`src/rtl/pmodacl2_sequencer_pkg.sv`:
```
// Shared constants and state encoding for the ADXL362 (PmodACL2) sequencer.
package pmodacl2_sequencer_pkg;

  // ADXL362 command codes
  localparam logic [7:0] CMD_WR = 8'h0A;
  localparam logic [7:0] CMD_RD = 8'h0B;

  // ADXL362 register addresses
  localparam logic [7:0] REG_DEVID_AD   = 8'h00;
  localparam logic [7:0] REG_XDATA_L    = 8'h0E;
  localparam logic [7:0] REG_FILTER_CTL = 8'h2C;
  localparam logic [7:0] REG_POWER_CTL  = 8'h2D;

  // Expected DEVID_AD contents and the POWER_CTL value selecting measurement mode
  localparam logic [7:0] DEVID_AD_VAL  = 8'hAD;
  localparam logic [7:0] POWER_MEASURE = 8'h02;

  // Index of the final byte of a 3-byte register access and of the 8-byte XYZ burst
  localparam logic [2:0] LAST_CFG_IDX = 3'd2;
  localparam logic [2:0] LAST_XYZ_IDX = 3'd7;

  typedef enum logic [2:0] {
    ST_PWRUP    = 3'd0,
    ST_ID_RD    = 3'd1,
    ST_CFG_FILT = 3'd2,
    ST_CFG_PWR  = 3'd3,
    ST_WAIT     = 3'd4,
    ST_XYZ_RD   = 3'd5,
    ST_GAP      = 3'd6,
    ST_ERROR    = 3'd7
  } state_t;

  // Byte ROM: MOSI byte number idx of the transaction run in state s.
  function automatic logic [7:0] seq_byte(input state_t s, input logic [2:0] idx,
                                          input logic [7:0] filter_val);
    logic [7:0] b;
    b = 8'h00;
    case (s)
      ST_ID_RD: begin
        if (idx == 3'd0) b = CMD_RD;
        else if (idx == 3'd1) b = REG_DEVID_AD;
      end
      ST_CFG_FILT: begin
        if (idx == 3'd0) b = CMD_WR;
        else if (idx == 3'd1) b = REG_FILTER_CTL;
        else b = filter_val;
      end
      ST_CFG_PWR: begin
        if (idx == 3'd0) b = CMD_WR;
        else if (idx == 3'd1) b = REG_POWER_CTL;
        else b = POWER_MEASURE;
      end
      ST_XYZ_RD: begin
        if (idx == 3'd0) b = CMD_RD;
        else if (idx == 3'd1) b = REG_XDATA_L;
      end
      default: b = 8'h00;
    endcase
    return b;
  endfunction

endpackage

```
`src/rtl/pmodacl2_sequencer.sv`:
```
// ADXL362 bring-up and periodic XYZ sampling sequencer driving an external
// byte-level SPI engine. Checks DEVID, programs FILTER_CTL and POWER_CTL,
// then reads the six XYZ data bytes every SAMPLE_PERIOD cycles.
//
// Byte handshake with the SPI engine: spi_start_o is a one-cycle request
// carrying spi_tx_o; exactly one byte may be outstanding, and it completes on
// the one-cycle spi_done_i pulse with spi_rx_i valid in that same cycle.
// spi_done_i arriving while no byte is outstanding is ignored. The next
// request is issued the cycle after a completion.
module pmodacl2_sequencer
  import pmodacl2_sequencer_pkg::*;
#(
  parameter int         PWRUP_CYCLES  = 500,
  parameter int         SAMPLE_PERIOD = 100000,
  parameter int         CS_GAP        = 8,
  parameter logic [7:0] FILTER_VAL    = 8'h13
) (
  input  logic        clk_i,
  input  logic        rst_i,
  output logic        spi_start_o,
  output logic [7:0]  spi_tx_o,
  input  logic        spi_done_i,
  input  logic [7:0]  spi_rx_i,
  output logic        ncs_o,
  output logic [15:0] x_o,
  output logic [15:0] y_o,
  output logic [15:0] z_o,
  output logic        sample_valid_o,
  output logic        ready_o,
  output logic        id_error_o,
  output logic [2:0]  state_o
);

  localparam int PWR_W = (PWRUP_CYCLES > 1) ? $clog2(PWRUP_CYCLES) : 1;
  localparam int GAP_W = (CS_GAP > 1) ? $clog2(CS_GAP) : 1;
  localparam int PER_W = (SAMPLE_PERIOD > 1) ? $clog2(SAMPLE_PERIOD) : 1;

  localparam logic [PWR_W-1:0] PWR_LAST = PWR_W'(PWRUP_CYCLES - 1);
  localparam logic [GAP_W-1:0] GAP_LAST = GAP_W'(CS_GAP - 1);
  localparam logic [PER_W-1:0] PER_LAST = PER_W'(SAMPLE_PERIOD - 1);

  state_t            state_q, state_d;
  state_t            gap_next_q, gap_next_d;   // where GAP goes when it expires
  logic [PWR_W-1:0]  pwr_cnt_q, pwr_cnt_d;
  logic [GAP_W-1:0]  gap_cnt_q, gap_cnt_d;
  logic [PER_W-1:0]  per_cnt_q, per_cnt_d;     // cycles since the last XYZ launch
  logic [2:0]        byte_idx_q, byte_idx_d;   // byte number inside the transaction
  logic              busy_q, busy_d;           // a byte is outstanding at the engine
  logic              ncs_q, ncs_d;
  logic              spi_start_q, spi_start_d;
  logic [7:0]        spi_tx_q, spi_tx_d;
  logic [39:0]       stage_q, stage_d;         // XL, XH, YL, YH, ZL (ZH arrives last)
  logic [15:0]       x_q, x_d;
  logic [15:0]       y_q, y_d;
  logic [15:0]       z_q, z_d;
  logic              sample_valid_q, sample_valid_d;
  logic              ready_q, ready_d;
  logic              id_error_q, id_error_d;
  logic [2:0]        last_idx;

  // Next-state, byte sequencing, counters and output computation
  always_comb begin
    state_d        = state_q;
    gap_next_d     = gap_next_q;
    pwr_cnt_d      = pwr_cnt_q;
    gap_cnt_d      = gap_cnt_q;
    per_cnt_d      = per_cnt_q;
    byte_idx_d     = byte_idx_q;
    busy_d         = busy_q;
    ncs_d          = ncs_q;
    spi_start_d    = 1'b0;
    spi_tx_d       = spi_tx_q;
    stage_d        = stage_q;
    x_d            = x_q;
    y_d            = y_q;
    z_d            = z_q;
    sample_valid_d = 1'b0;
    ready_d        = ready_q;
    id_error_d     = id_error_q;
    last_idx       = (state_q == ST_XYZ_RD) ? LAST_XYZ_IDX : LAST_CFG_IDX;

    // The sample period runs across XYZ_RD, GAP and WAIT once configured and
    // saturates so a slow engine delays the next launch instead of wrapping.
    if (ready_q && (per_cnt_q != PER_LAST)) begin
      per_cnt_d = per_cnt_q + 1'b1;
    end

    case (state_q)
      ST_PWRUP: begin
        if (pwr_cnt_q == PWR_LAST) begin
          pwr_cnt_d = '0;
          state_d   = ST_ID_RD;
          ncs_d     = 1'b0;
        end else begin
          pwr_cnt_d = pwr_cnt_q + 1'b1;
        end
      end

      ST_ID_RD, ST_CFG_FILT, ST_CFG_PWR, ST_XYZ_RD: begin
        if (!busy_q) begin
          // First byte: chip select went low in the previous cycle.
          spi_start_d = 1'b1;
          spi_tx_d    = seq_byte(state_q, byte_idx_q, FILTER_VAL);
          busy_d      = 1'b1;
        end else if (spi_done_i) begin
          if (state_q == ST_XYZ_RD) begin
            case (byte_idx_q)
              3'd2:    stage_d[7:0]   = spi_rx_i;
              3'd3:    stage_d[15:8]  = spi_rx_i;
              3'd4:    stage_d[23:16] = spi_rx_i;
              3'd5:    stage_d[31:24] = spi_rx_i;
              3'd6:    stage_d[39:32] = spi_rx_i;
              default: ;
            endcase
          end
          if (byte_idx_q == last_idx) begin
            busy_d     = 1'b0;
            byte_idx_d = '0;
            ncs_d      = 1'b1;
            gap_cnt_d  = '0;
            case (state_q)
              ST_ID_RD: begin
                if (spi_rx_i != DEVID_AD_VAL) begin
                  id_error_d = 1'b1;
                  state_d    = ST_ERROR;
                end else begin
                  state_d    = ST_GAP;
                  gap_next_d = ST_CFG_FILT;
                end
              end
              ST_CFG_FILT: begin
                state_d    = ST_GAP;
                gap_next_d = ST_CFG_PWR;
              end
              ST_CFG_PWR: begin
                state_d    = ST_GAP;
                gap_next_d = ST_WAIT;
              end
              default: begin
                // All three axes publish together with ZH straight from the engine.
                x_d            = stage_q[15:0];
                y_d            = stage_q[31:16];
                z_d            = {spi_rx_i, stage_q[39:32]};
                sample_valid_d = 1'b1;
                state_d        = ST_GAP;
                gap_next_d     = ST_WAIT;
              end
            endcase
          end else begin
            byte_idx_d  = byte_idx_q + 3'd1;
            spi_start_d = 1'b1;
            spi_tx_d    = seq_byte(state_q, byte_idx_q + 3'd1, FILTER_VAL);
          end
        end
      end

      ST_GAP: begin
        if (gap_cnt_q == GAP_LAST) begin
          gap_cnt_d = '0;
          state_d   = gap_next_q;
          if (gap_next_q == ST_WAIT) begin
            ready_d = 1'b1;
          end else begin
            ncs_d = 1'b0;
          end
        end else begin
          gap_cnt_d = gap_cnt_q + 1'b1;
        end
      end

      ST_WAIT: begin
        if (per_cnt_q == PER_LAST) begin
          per_cnt_d = '0;
          state_d   = ST_XYZ_RD;
          ncs_d     = 1'b0;
        end
      end

      ST_ERROR: begin
        ncs_d   = 1'b1;
        ready_d = 1'b0;
        busy_d  = 1'b0;
      end

      default: ;
    endcase
  end

  // State and output registers with synchronous reset
  always_ff @(posedge clk_i) begin
    if (rst_i) begin
      state_q        <= ST_PWRUP;
      gap_next_q     <= ST_PWRUP;
      pwr_cnt_q      <= '0;
      gap_cnt_q      <= '0;
      per_cnt_q      <= '0;
      byte_idx_q     <= '0;
      busy_q         <= 1'b0;
      ncs_q          <= 1'b1;
      spi_start_q    <= 1'b0;
      spi_tx_q       <= 8'h00;
      stage_q        <= '0;
      x_q            <= '0;
      y_q            <= '0;
      z_q            <= '0;
      sample_valid_q <= 1'b0;
      ready_q        <= 1'b0;
      id_error_q     <= 1'b0;
    end else begin
      state_q        <= state_d;
      gap_next_q     <= gap_next_d;
      pwr_cnt_q      <= pwr_cnt_d;
      gap_cnt_q      <= gap_cnt_d;
      per_cnt_q      <= per_cnt_d;
      byte_idx_q     <= byte_idx_d;
      busy_q         <= busy_d;
      ncs_q          <= ncs_d;
      spi_start_q    <= spi_start_d;
      spi_tx_q       <= spi_tx_d;
      stage_q        <= stage_d;
      x_q            <= x_d;
      y_q            <= y_d;
      z_q            <= z_d;
      sample_valid_q <= sample_valid_d;
      ready_q        <= ready_d;
      id_error_q     <= id_error_d;
    end
  end

  assign spi_start_o    = spi_start_q;
  assign spi_tx_o       = spi_tx_q;
  assign ncs_o          = ncs_q;
  assign x_o            = x_q;
  assign y_o            = y_q;
  assign z_o            = z_q;
  assign sample_valid_o = sample_valid_q;
  assign ready_o        = ready_q;
  assign id_error_o     = id_error_q;
  assign state_o        = state_q;

endmodule

```
`config.mk`:
```
export PLATFORM = sky130hd
export DESIGN_NAME = pmodacl2_sequencer
export DESIGN_NICKNAME = d
export VERILOG_FILES = /design/src/rtl/pmodacl2_sequencer_pkg.sv /design/src/rtl/pmodacl2_sequencer.sv
export SDC_FILE = /design/constraint.sdc
export NUM_CORES = 1
export LEC_CHECK = 0
export ABC_AREA = 1
export BUFFER_PORTS_ARGS = -buffer_cell sky130_fd_sc_hd__buf_2
export CORE_UTILIZATION = 60
export CTS_CLUSTER_SIZE = 40
export DETAILED_ROUTE_END_ITERATION = 7
export PLACE_DENSITY = 0.82
export REMOVE_ABC_BUFFERS = 1
export SLEW_MARGIN = 20
export SYNTH_ARGS = -nofsm -noshare
export SYNTH_HDL_FRONTEND = slang
export SYNTH_SLANG_ARGS = --single-unit
export TNS_END_PERCENT = 5
```
`constraint.sdc`:
```
create_clock -name clk_i -period 3.15 [get_ports clk_i]
set_input_delay 0.4725 -clock clk_i [delete_from_list [all_inputs] [get_ports clk_i]]
set_output_delay 0.4725 -clock clk_i [all_outputs]
set_load 0.01 [all_outputs]
```
==> impl_metrics.json <==
{
  "fin_crit_ps": 2210,
  "seq_power_share_pct": 39.8,
  "hpwl_mm": 9.12,
  "grt_pass1_wl_mm": 23.0,
  "rrSetupSlack_ps": 940,
  "period_share_pct": 70.1,
  "place_worst_setup_slack_ps": 974,
  "drc": 0,
  "swShare_pct": 31.7,
  "worst_hold_slack_ps": 250,
  "syn_area_um2": 5840,
  "cp.arrival_ps": 2660,
  "grt.overflow.total": 0,
  "ant_nets": 0,
  "globalRouteMet2Util_pct": 48.6,
  "totalWireLength_mm": 13.7,
  "startpoint_type": "flip-flop",
  "finalSetupViolCount": 0,
  "reg2reg_depth": 8,
  "h-tree-depth": 4,
  "die_y_um": 101,
  "drive_above_1_share_pct": 14.7,
  "yosys_warnings": 0,
  "clockRootBuffer": "clkbuf_8",
  "ys_ff_latch": 138,
  "vias_per_cell": 5.47,
  "wl_per_cell_um": 13.7,
  "place_congestion": 0.934,
  "drt-initial-drc-count": 389,
  "async_flop_share_pct": 0,
  "ir_drop_v": 0.000471,
  "tightest_slew_ps": 915,
  "rsz0062_at_grt": "false",
  "p_sw_w": 0.00152,
  "min_from": "spi_rx_i[1]",
  "fin_util_pct": 73.1,
  "antenna_found_initial": 0,
  "placementRows": 35,
  "r2r-start": "state_o[2]$_SDFFE_PP0P_",
  "p_clk_share_pct": 42.4,
  "status": "completed",
  "start_util_pct": 62.6,
  "finalSetupTns_ps": 0,
  "crit_top_cell": "inv_2",
  "syn_inst": 798,
  "ys_seq_area_share_pct": 47.3,
  "setup_ws_ps": 941,
  "finish.net_count": 880,
  "drv_cap": 0,
  "cts_tree": "built",
  "cp_cell_sequence": "nand3_2 -> nor2_1 -> nand2_1 -> inv_2 -> nand2_2 -> inv_2 -> o21ai_0 -> a21oi_1",
  "clk_pin_slew_ps": 70,
  "placed_cell_area_um2": 6210,
  "die-area_um2": 10100,
  "grtUsageTotal_pct": 28.8,
  "pwr-share-comb_pct": 17.8,
  "hold_class": "input port to flip-flop",
  "area_growth_pct": 16.7,
  "max_stage_delay_ps": 660,
  "slew_viol_final": 0,
  "r2r_end": "y_o[9]$_SDFFE_PP0P_",
  "cts.sinks": 138,
  "insertion_delay_ps": 520,
  "power.density_nw_per_um2": 704,
  "die_x_um": 101,
  "cts_hold_buffers": 0,
  "diodes": 0,
  "grt_max_degree": 90,
  "critPathKind": "flip-flop to flip-flop",
  "ys_types": 37,
  "relSlewSlack_pct": 38.9,
  "synth_flop_cell": "dfxtp_1",
  "numCtsBuffers": 17,
  "portBuffers": 72,
  "ios": 75,
  "finClkSkew_ps": 7.28,
  "p_leak_nw": 2.90,
  "grt_util_met1_pct": 34.1,
  "crit_fanout": 59,
  "synth-edff-count": 0,
  "required_ps": 3600,
  "fin_area_um2": 6820,
  "crit_start": "state_o[2]$_SDFFE_PP0P_",
  "hold_viol_final": 0,
  "first_pass_iters": 7,
  "end_kind": "flip-flop",
  "synth.avg_cell_area_um2": 7.32,
  "core_um2": 9330,
  "cpMaxStageDelayCell": "inv_2",
  "endpoint": "y_o[9]$_SDFFE_PP0P_",
  "p_int_w": 0.00328,
  "fmax_mhz": 453,
  "grt_pass1_vias": 5167,
  "cts_resized": 0,
  "post-cts-setup-buffers": 0,
  "cts_buffer_depth": 2,
  "met3_usage_pct": 7.07,
  "num_vias": 5469,
  "top_usage_layer": "met2"
}
-- final cells by class --
type                       instances  area, µm²
sequential                       138       2760
multi-input combinational        565       2670
fill                             731       2510
clock buffer                      17        414
timing repair buffer              74        375
inverter                          62        233
clock inverter                    15        195
tap                              129        161
-- metal layers --
layer	up-vias	wire length (µm)
met5	-	0
met4	0	399
met3	42	788
met2	200	6610
met1	2501	5890
li1	2726	-
-- worst max-delay path: cells and delay by family (launching register included) --
| kind | cells | cell delay (ps) |
|---|---|---|
| compound gates | 2 | 340 |
| buf+inv | 2 | 750 |
| simple gates | 4 | 490 |
| flops | 1 | 540 |
-- metrics by stage --
step	std cells	power, W
2_1_floorplan	765	0.00255
3_3_place_gp	968	0.00275
3_5_place_dp	968	0.00277
4_1_cts	1000	0.00481
5_1_grt	1000	0.00502
6_report	1000	0.00480
-- power by group through the flow --
stage	registers [W]	clock network, W	logic, W
finish	0.00191	0.00204	0.000854
global route	0.00192	0.00214	0.000967
CTS	0.00191	0.00206	0.000845
detailed placement	0.00194	0	0.000831
global placement	0.00194	0	0.000816
floorplan	0.00196	0	0.000591
-- synthesized netlist by cell type (all sizes together), types with 3 or more instances --
cell	instances	share of area, %
a21oi	59	5.1
buf	22	2.2
clkbuf	12	0.77
dfxtp	138	47
ha	11	2.4
inv	62	4.0
nand2	110	7.3
nand3	36	3.6
nand3b	4	0.51
nand4	9	0.96
nor2	189	12
nor3	8	0.69
nor3b	3	0.39
o21ai	113	9.7
xnor2	3	0.45
xor2	4	0.60
-- flip-flops by register name (all words and copies together), names as in the netlist --
register and flops:
sample_valid_o 1, byte_idx_q 3, ready_o 1, gap_cnt_q 3, ncs_o 1, z_o 16
spi_tx_o 6, id_error_o 1, pwr_cnt_q 9, x_o 16, busy_q 1, spi_start_o 1
stage_q 40, state_o 3, gap_next_q 3, y_o 16, per_cnt_q 17
-- cell families after synthesis --
| group | count (synthesis) | share of synthesized area, % |
|---|---|---|
| flip-flops | 138 | 47.3 |
| AND/OR/NAND/NOR | 365 | 26.4 |
| AO/OA/AOI/OAI | 180 | 15.9 |
| adder cells (fa/ha/maj) | 11 | 2.36 |
| XOR/XNOR | 7 | 1.05 |
| other | 1 | 0.0642 |
| buffers and inverters | 96 | 6.98 |
-- worst min path at each step --
stage                                to  cells past startpoint  slack (ps)
6_report       stage_q[25]$_SDFFE_PP0P_                      3         250
2_1_floorplan  stage_q[24]$_SDFFE_PP0P_                      2         430
3_5_place_dp   stage_q[24]$_SDFFE_PP0P_                      2         450
4_1_cts        stage_q[25]$_SDFFE_PP0P_                      3         240
5_1_grt        stage_q[30]$_SDFFE_PP0P_                      3         270
3_3_place_gp        y_o[9]$_SDFFE_PP0P_                      2         440
-- layout by cell type (no fill, tap or decap), types with 4 or more instances in the layout --
cell type  instances
ha_1              11
a21oi_1           58
o21ai_1            6
buf_2             72
nand2_2            5
clkbuf_16         16
nor3_1             8
xor2_1             4
nand4_1            9
inv_2              6
nor2_1           186
dfxtp_1          138
inv_8              6
o21ai_0          106
nand3b_1           4
nand3_1           32
inv_1             56
inv_6              5
nand2_1          105
Note: power is estimated with default switching activity, not from simulation.
